[src/rtl/regfile_writeback.sv]
// Write-side front end of the 8 x 24-bit MIPS register file: buffers completed
// results in a small FIFO, drains one per cycle onto Rw/BusW/enWrite, and tracks pending writes.
module regfile_writeback #(
  parameter int DATA_W = 24,
  parameter int ADDR_W = 3,
  parameter int DEPTH  = 2
) (
  input  logic                 clk,
  input  logic                 rst_n,
  input  logic                 in_valid,
  output logic                 in_ready,
  input  logic [ADDR_W-1:0]    in_rd,
  input  logic [DATA_W-1:0]    in_data,
  input  logic                 issue_valid,
  input  logic [ADDR_W-1:0]    issue_rd,
  input  logic                 pop_stall,
  output logic [2**ADDR_W-1:0] busy,
  output logic [ADDR_W-1:0]    Rw,
  output logic [DATA_W-1:0]    BusW,
  output logic                 enWrite,
  output logic [7:0]           r0_drop_cnt
);

  localparam int PTR_W = (DEPTH > 1) ? $clog2(DEPTH) : 1;
  localparam int NREG  = 2**ADDR_W;

  logic [ADDR_W-1:0] mem_rd   [DEPTH];
  logic [DATA_W-1:0] mem_data [DEPTH];
  logic [PTR_W-1:0]  wr_ptr;
  logic [PTR_W-1:0]  rd_ptr;
  logic [PTR_W:0]    count;
  logic              full;
  logic              push;
  logic              pop;
  logic [ADDR_W-1:0] head_rd;
  logic [DATA_W-1:0] head_data;
  logic [NREG-1:0]   busy_next;

  // Pop depends only on pre-edge occupancy, so a full FIFO never passes a new result straight through.
  assign full      = (count == (PTR_W+1)'(DEPTH));
  assign in_ready  = !full;
  assign push      = in_valid && !full;
  assign pop       = (count != '0) && !pop_stall;
  assign head_rd   = mem_rd[rd_ptr];
  assign head_data = mem_data[rd_ptr];

  always_ff @(posedge clk) begin
    if (push) begin
      mem_rd[wr_ptr]   <= in_rd;
      mem_data[wr_ptr] <= in_data;
    end
  end

  always_ff @(posedge clk or negedge rst_n) begin
    if (!rst_n) begin
      wr_ptr <= '0;
      rd_ptr <= '0;
      count  <= '0;
    end else begin
      if (push) wr_ptr <= wr_ptr + 1'b1;
      if (pop)  rd_ptr <= rd_ptr + 1'b1;
      case ({push, pop})
        2'b10:   count <= count + 1'b1;
        2'b01:   count <= count - 1'b1;
        default: count <= count;
      endcase
    end
  end

  // Writes to R0 are consumed from the FIFO but never reach the register file.
  always_ff @(posedge clk or negedge rst_n) begin
    if (!rst_n) begin
      Rw          <= '0;
      BusW        <= '0;
      enWrite     <= 1'b0;
      r0_drop_cnt <= '0;
    end else if (pop) begin
      Rw      <= head_rd;
      BusW    <= head_data;
      enWrite <= (head_rd != '0);
      if (head_rd == '0 && r0_drop_cnt != 8'hFF)
        r0_drop_cnt <= r0_drop_cnt + 8'd1;
    end else begin
      enWrite <= 1'b0;
    end
  end

  // Clear on commit first so a same-edge issue to that register keeps it busy.
  always_comb begin
    busy_next = busy;
    if (enWrite)
      busy_next[Rw] = 1'b0;
    if (issue_valid && issue_rd != '0)
      busy_next[issue_rd] = 1'b1;
    busy_next[0] = 1'b0;
  end

  always_ff @(posedge clk or negedge rst_n) begin
    if (!rst_n) busy <= '0;
    else        busy <= busy_next;
  end

endmodule
[config.mk]
export PLATFORM = sky130hd
export DESIGN_NAME = regfile_writeback
export DESIGN_NICKNAME = d
export VERILOG_FILES = /design/src/rtl/regfile_writeback.sv
export SDC_FILE = /design/constraint.sdc
export NUM_CORES = 1
export LEC_CHECK = 0
export ABC_AREA = 0
export BUFFER_PORTS_ARGS = -buffer_cell sky130_fd_sc_hd__buf_2
export CAP_MARGIN = 0
export CORE_MARGIN = 10
export CORE_UTILIZATION = 35
export DETAILED_ROUTE_END_ITERATION = 8
export GPL_TIMING_DRIVEN = 0
export PLACE_DENSITY = 0.53
export RECOVER_POWER = 25
export SLEW_MARGIN = 20
export SYNTH_ARGS = -nofsm -noshare
export SYNTH_HDL_FRONTEND = slang
export SYNTH_SLANG_ARGS = --single-unit
[constraint.sdc]
create_clock -name clk -period 2.25 [get_ports clk]
set_clock_uncertainty 0.2 [all_clocks]
set_input_delay 0.225 -clock clk [delete_from_list [all_inputs] [get_ports clk]]
set_output_delay 0.225 -clock clk [all_outputs]
set_load 0.02 [all_outputs]
==> run summary <==
Run status -> complete, no violations
Height of the chip -> 124 um
CTS H-Tree Depth -> 3
Post-placement cell count -> 477
DP Wirelength -> 5510 um
Type of the worst setup path -> reg2reg
Detail-routed net length per standard cell -> 15.2 um
Filler cell count in the final layout -> 1031
Startpoint Class -> register
Overflow left after global routing -> 0
Power density over cell area -> 1250 mW/mm2
Clock input transition at the sequential cells of the worst setup and hold paths -> 0.10 ns
CTS Root Cell -> sky130_fd_sc_hd__clkbuf_8
Hold Crit Class -> in2reg
Number of distinct library cell variants in the gate-level netlist after synthesis -> 34
Die outline area -> 0.0155 mm2
Drt first pass iters -> 4
Latest clock arrival within the worst-skew pair -> 0.36 ns
Final Hold Fails -> 0
Share of the yosys chip area belonging to registers -> 73.2%
Worst endpoint data arrival time -> 2.03 ns
Number of synthesized flops with an enable pin -> 54
Minimum period implied by the final worst setup slack -> 1.94 ns
Total net switching power -> 2.27 mW
Reg-to-Reg End -> count[1]
Worst min-delay path endpoint -> busy[5]
Syn-to-layout area delta -> 29.2%
Max Cap Viol -> 0
Prevailing post-synth register cell -> sky130_fd_sc_hd__edfxtp_1
Final instance area -> 0.00493 mm2
Cell Int Power -> 3.91 mW
Proportion of netlist area held by the largest area contributor -> 42.5%
Number of vias after detailed routing -> 2420
Worst Setup Slack post-DPL -> 0.299 ns
Detailed Route WL -> 8010 um
CTS tree -> built
Max stage delay on crit path -> 0.45 ns
Number of nets still failing antenna checks after routing -> 0
Routed vias/inst -> 4.60
Syn_nets -> 295
Crit path setup slack, layout -> 0.309 ns
DRC violations left -> 0
Instance area after placement -> 0.00442 mm2
Library cell occupying the most area in the post-synthesis netlist -> sky130_fd_sc_hd__edfxtp_1
Final Instance Count excl. Fillers -> 526
Most repeated cell in the gate-level netlist after synthesis -> sky130_fd_sc_hd__edfxtp_1
RSZ-0062 raised after global routing -> no
Wire length of the first global-routing pass -> 13300 um
Setup violations, final -> 0
Launching point of the worst reg2reg path -> count[0]
Static power due to leakage -> 2.05 nW
Min-Delay Startpoint -> issue_rd[2]
FFs w/ async S/R, synth -> 46.5%
Slowest stage cell, crit path -> sky130_fd_sc_hd__dfrtp_1
Clock buffer count from CTS -> 9
I/O pin total -> 80
Starting utilization of the core area -> 35.5%
Final weighted congestion in routability-driven placement -> 0.734
Commonest cells in the netlist -> sky130_fd_sc_hd__edfxtp_1, sky130_fd_sc_hd__dfrtp_1, sky130_fd_sc_hd__o21ai_0
Maximum number of pins on one net before global-route repair -> 48
Required time at the worst-slack endpoint -> 2.34 ns
Antenna diodes -> 0
Fraction of final layout cells sized beyond drive strength 1 -> 23.6%
Gates resized, CTS repair -> 0
Ys Warns -> 0
CTS max path bufs -> 2
Area of the mapped netlist -> 0.00382 mm2
Hold Path Cell Cnt -> 3
Port Buf Inserts -> 78
Power share of the clock group -> 18.8%
Antenna violations before repair -> 0
Setup crit end kind -> register
Mean area per synthesized cell -> 14.8 um2
Horizontal die dimension -> 124 um
Via count of the first global-routing pass -> 2653
R2R setup slack -> 0.31 ns
Count of state elements after synthesis -> 101
Cells taking the most area after synthesis -> sky130_fd_sc_hd__edfxtp_1, sky130_fd_sc_hd__dfrtp_1, sky130_fd_sc_hd__mux2i_1, sky130_fd_sc_hd__o21ai_0, sky130_fd_sc_hd__nand2_1
Number of max-slew violations in the final report -> 0
Number of cell rows -> 38
Switching share of power -> 36.7%
Crit path max fanout -> 10
Core area -> 0.0107 mm2
Sequential fraction of design power -> 47.1%
Post-synthesis cell count -> 258
Achievable clock frequency -> 515 MHz
Portion of the clock cycle consumed by the worst path in the final layout -> 86.2%
Final Hold Slack -> 0.0221 ns
Worst voltage drop across the vdd grid -> 0.535 mV
Worst-Margin Slew -> 1.24 ns
Part of the total power dissipated in combinational logic -> 34.2%
1st-iter DRT viols -> 114
Cell chain of the critical path -> o21bai_2, inv_2, ha_1, nor2_1, xor2_1
Register-to-Register Path Depth -> 5
Final #Nets -> 418
Total number of clock tree sinks -> 101
Final core utilization -> 45.9%
Global-route usage over all layers -> 10.6%
Worst rel slew slack -> 17.7%
[cell usage in the layout, fill, tap and decap left out, drive strengths merged, types with 6 or more instances in the layout]
cell          n
nand2        33
dlygate4sd3  33
xor2          6
nand2b        8
buf          65
edfxtp       54
clkbuf       32
mux2i        27
o21ai        38
dfrtp        47
[kinds of logic after synthesis]
| logic type | synth area share (%) |
|---|---|
| compound gates | 6.88 |
| buf+inv | 1.34 |
| fa+ha+maj | 0.655 |
| mux | 7.76 |
| other cells | 0.0982 |
| flops | 73.2 |
| xor+xnor | 2.29 |
| simple gates | 7.73 |
[flip-flops by register name, summed over array words and instances (netlist names)]
register,count
enWrite,1
count,2
r0_drop_cnt,8
busy,7
Rw,3
mem_data,48
wr_ptr,1
rd_ptr,1
mem_rd,6
BusW,24
[power groups by stage]
stage / Clock (mW) / Combinational, mW / Sequential, mW
4_1_cts: 1.21 / 2.18 / 2.92
3_5_place_dp: 0 / 2.11 / 2.96
3_3_place_gp: 0 / 2.03 / 2.95
5_1_grt: 1.30 / 2.35 / 2.98
6_report: 1.16 / 2.11 / 2.91
2_1_floorplan: 0 / 0.942 / 3.30
[critical path: cells and delay by family (launching register included)]
kind                       cells  cell delay [ns]
xor gates and xnor gates       1             0.15
buffers and inverters          1             0.16
AOI/OAI and AO/OA              1             0.43
DFF                            1             0.45
adders and majority gates      1             0.36
and+or+nand+nor                1             0.13
[through the flow]
| step | total power, mW | TNS [ns] |
|---|---|---|
| 2_1_floorplan | 4.24 | 0 |
| 3_3_place_gp | 4.98 | -9.14 |
| 3_5_place_dp | 5.07 | 0 |
| 4_1_cts | 6.31 | 0 |
| 5_1_grt | 6.63 | 0 |
| 6_report | 6.19 | 0 |
[cell type report]
class	instances	area, um2	share of cell area [%]
clock buffer	9	124	2.51
buffer	9	47.5	0.963
tap	140	175	3.55
inverter	1	3.75	0.0761
timing repair buffer	112	726	14.7
sequential	101	2800	56.7
clock inverter	7	81.3	1.65
multi-input combinational	147	980	19.9
[routing by layer]
metal | wire [um] | track usage [%] | part of all wire [%]
met2 | 3950 | 18.0 | 49
met4 | 121 | 4.11 | 1.5
met5 | 0 | 0 | 0
met1 | 3450 | 12.2 | 43
met3 | 487 | 3.32 | 6.1
[how the worst max path moves through the flow]
stage	startpoint	to	slack (ns)
floorplan	count[0]	mem_data[0][0]	0.10
global placement	count[0]	mem_data[0][20]	-0.25
detailed placement	count[0]	count[1]	0.30
CTS	count[0]	count[1]	0.27
global route	count[0]	BusW[0]	0.17
finish	count[0]	count[1]	0.31
[repair_timing]
action / CTS / global route
hold endpoints to repair: 108 / 0
setup endpoints to repair: 0 / 0
hold buffers: 33 / 0
setup buffers: 0 / 0
Note: power is estimated with default switching activity, not from simulation.
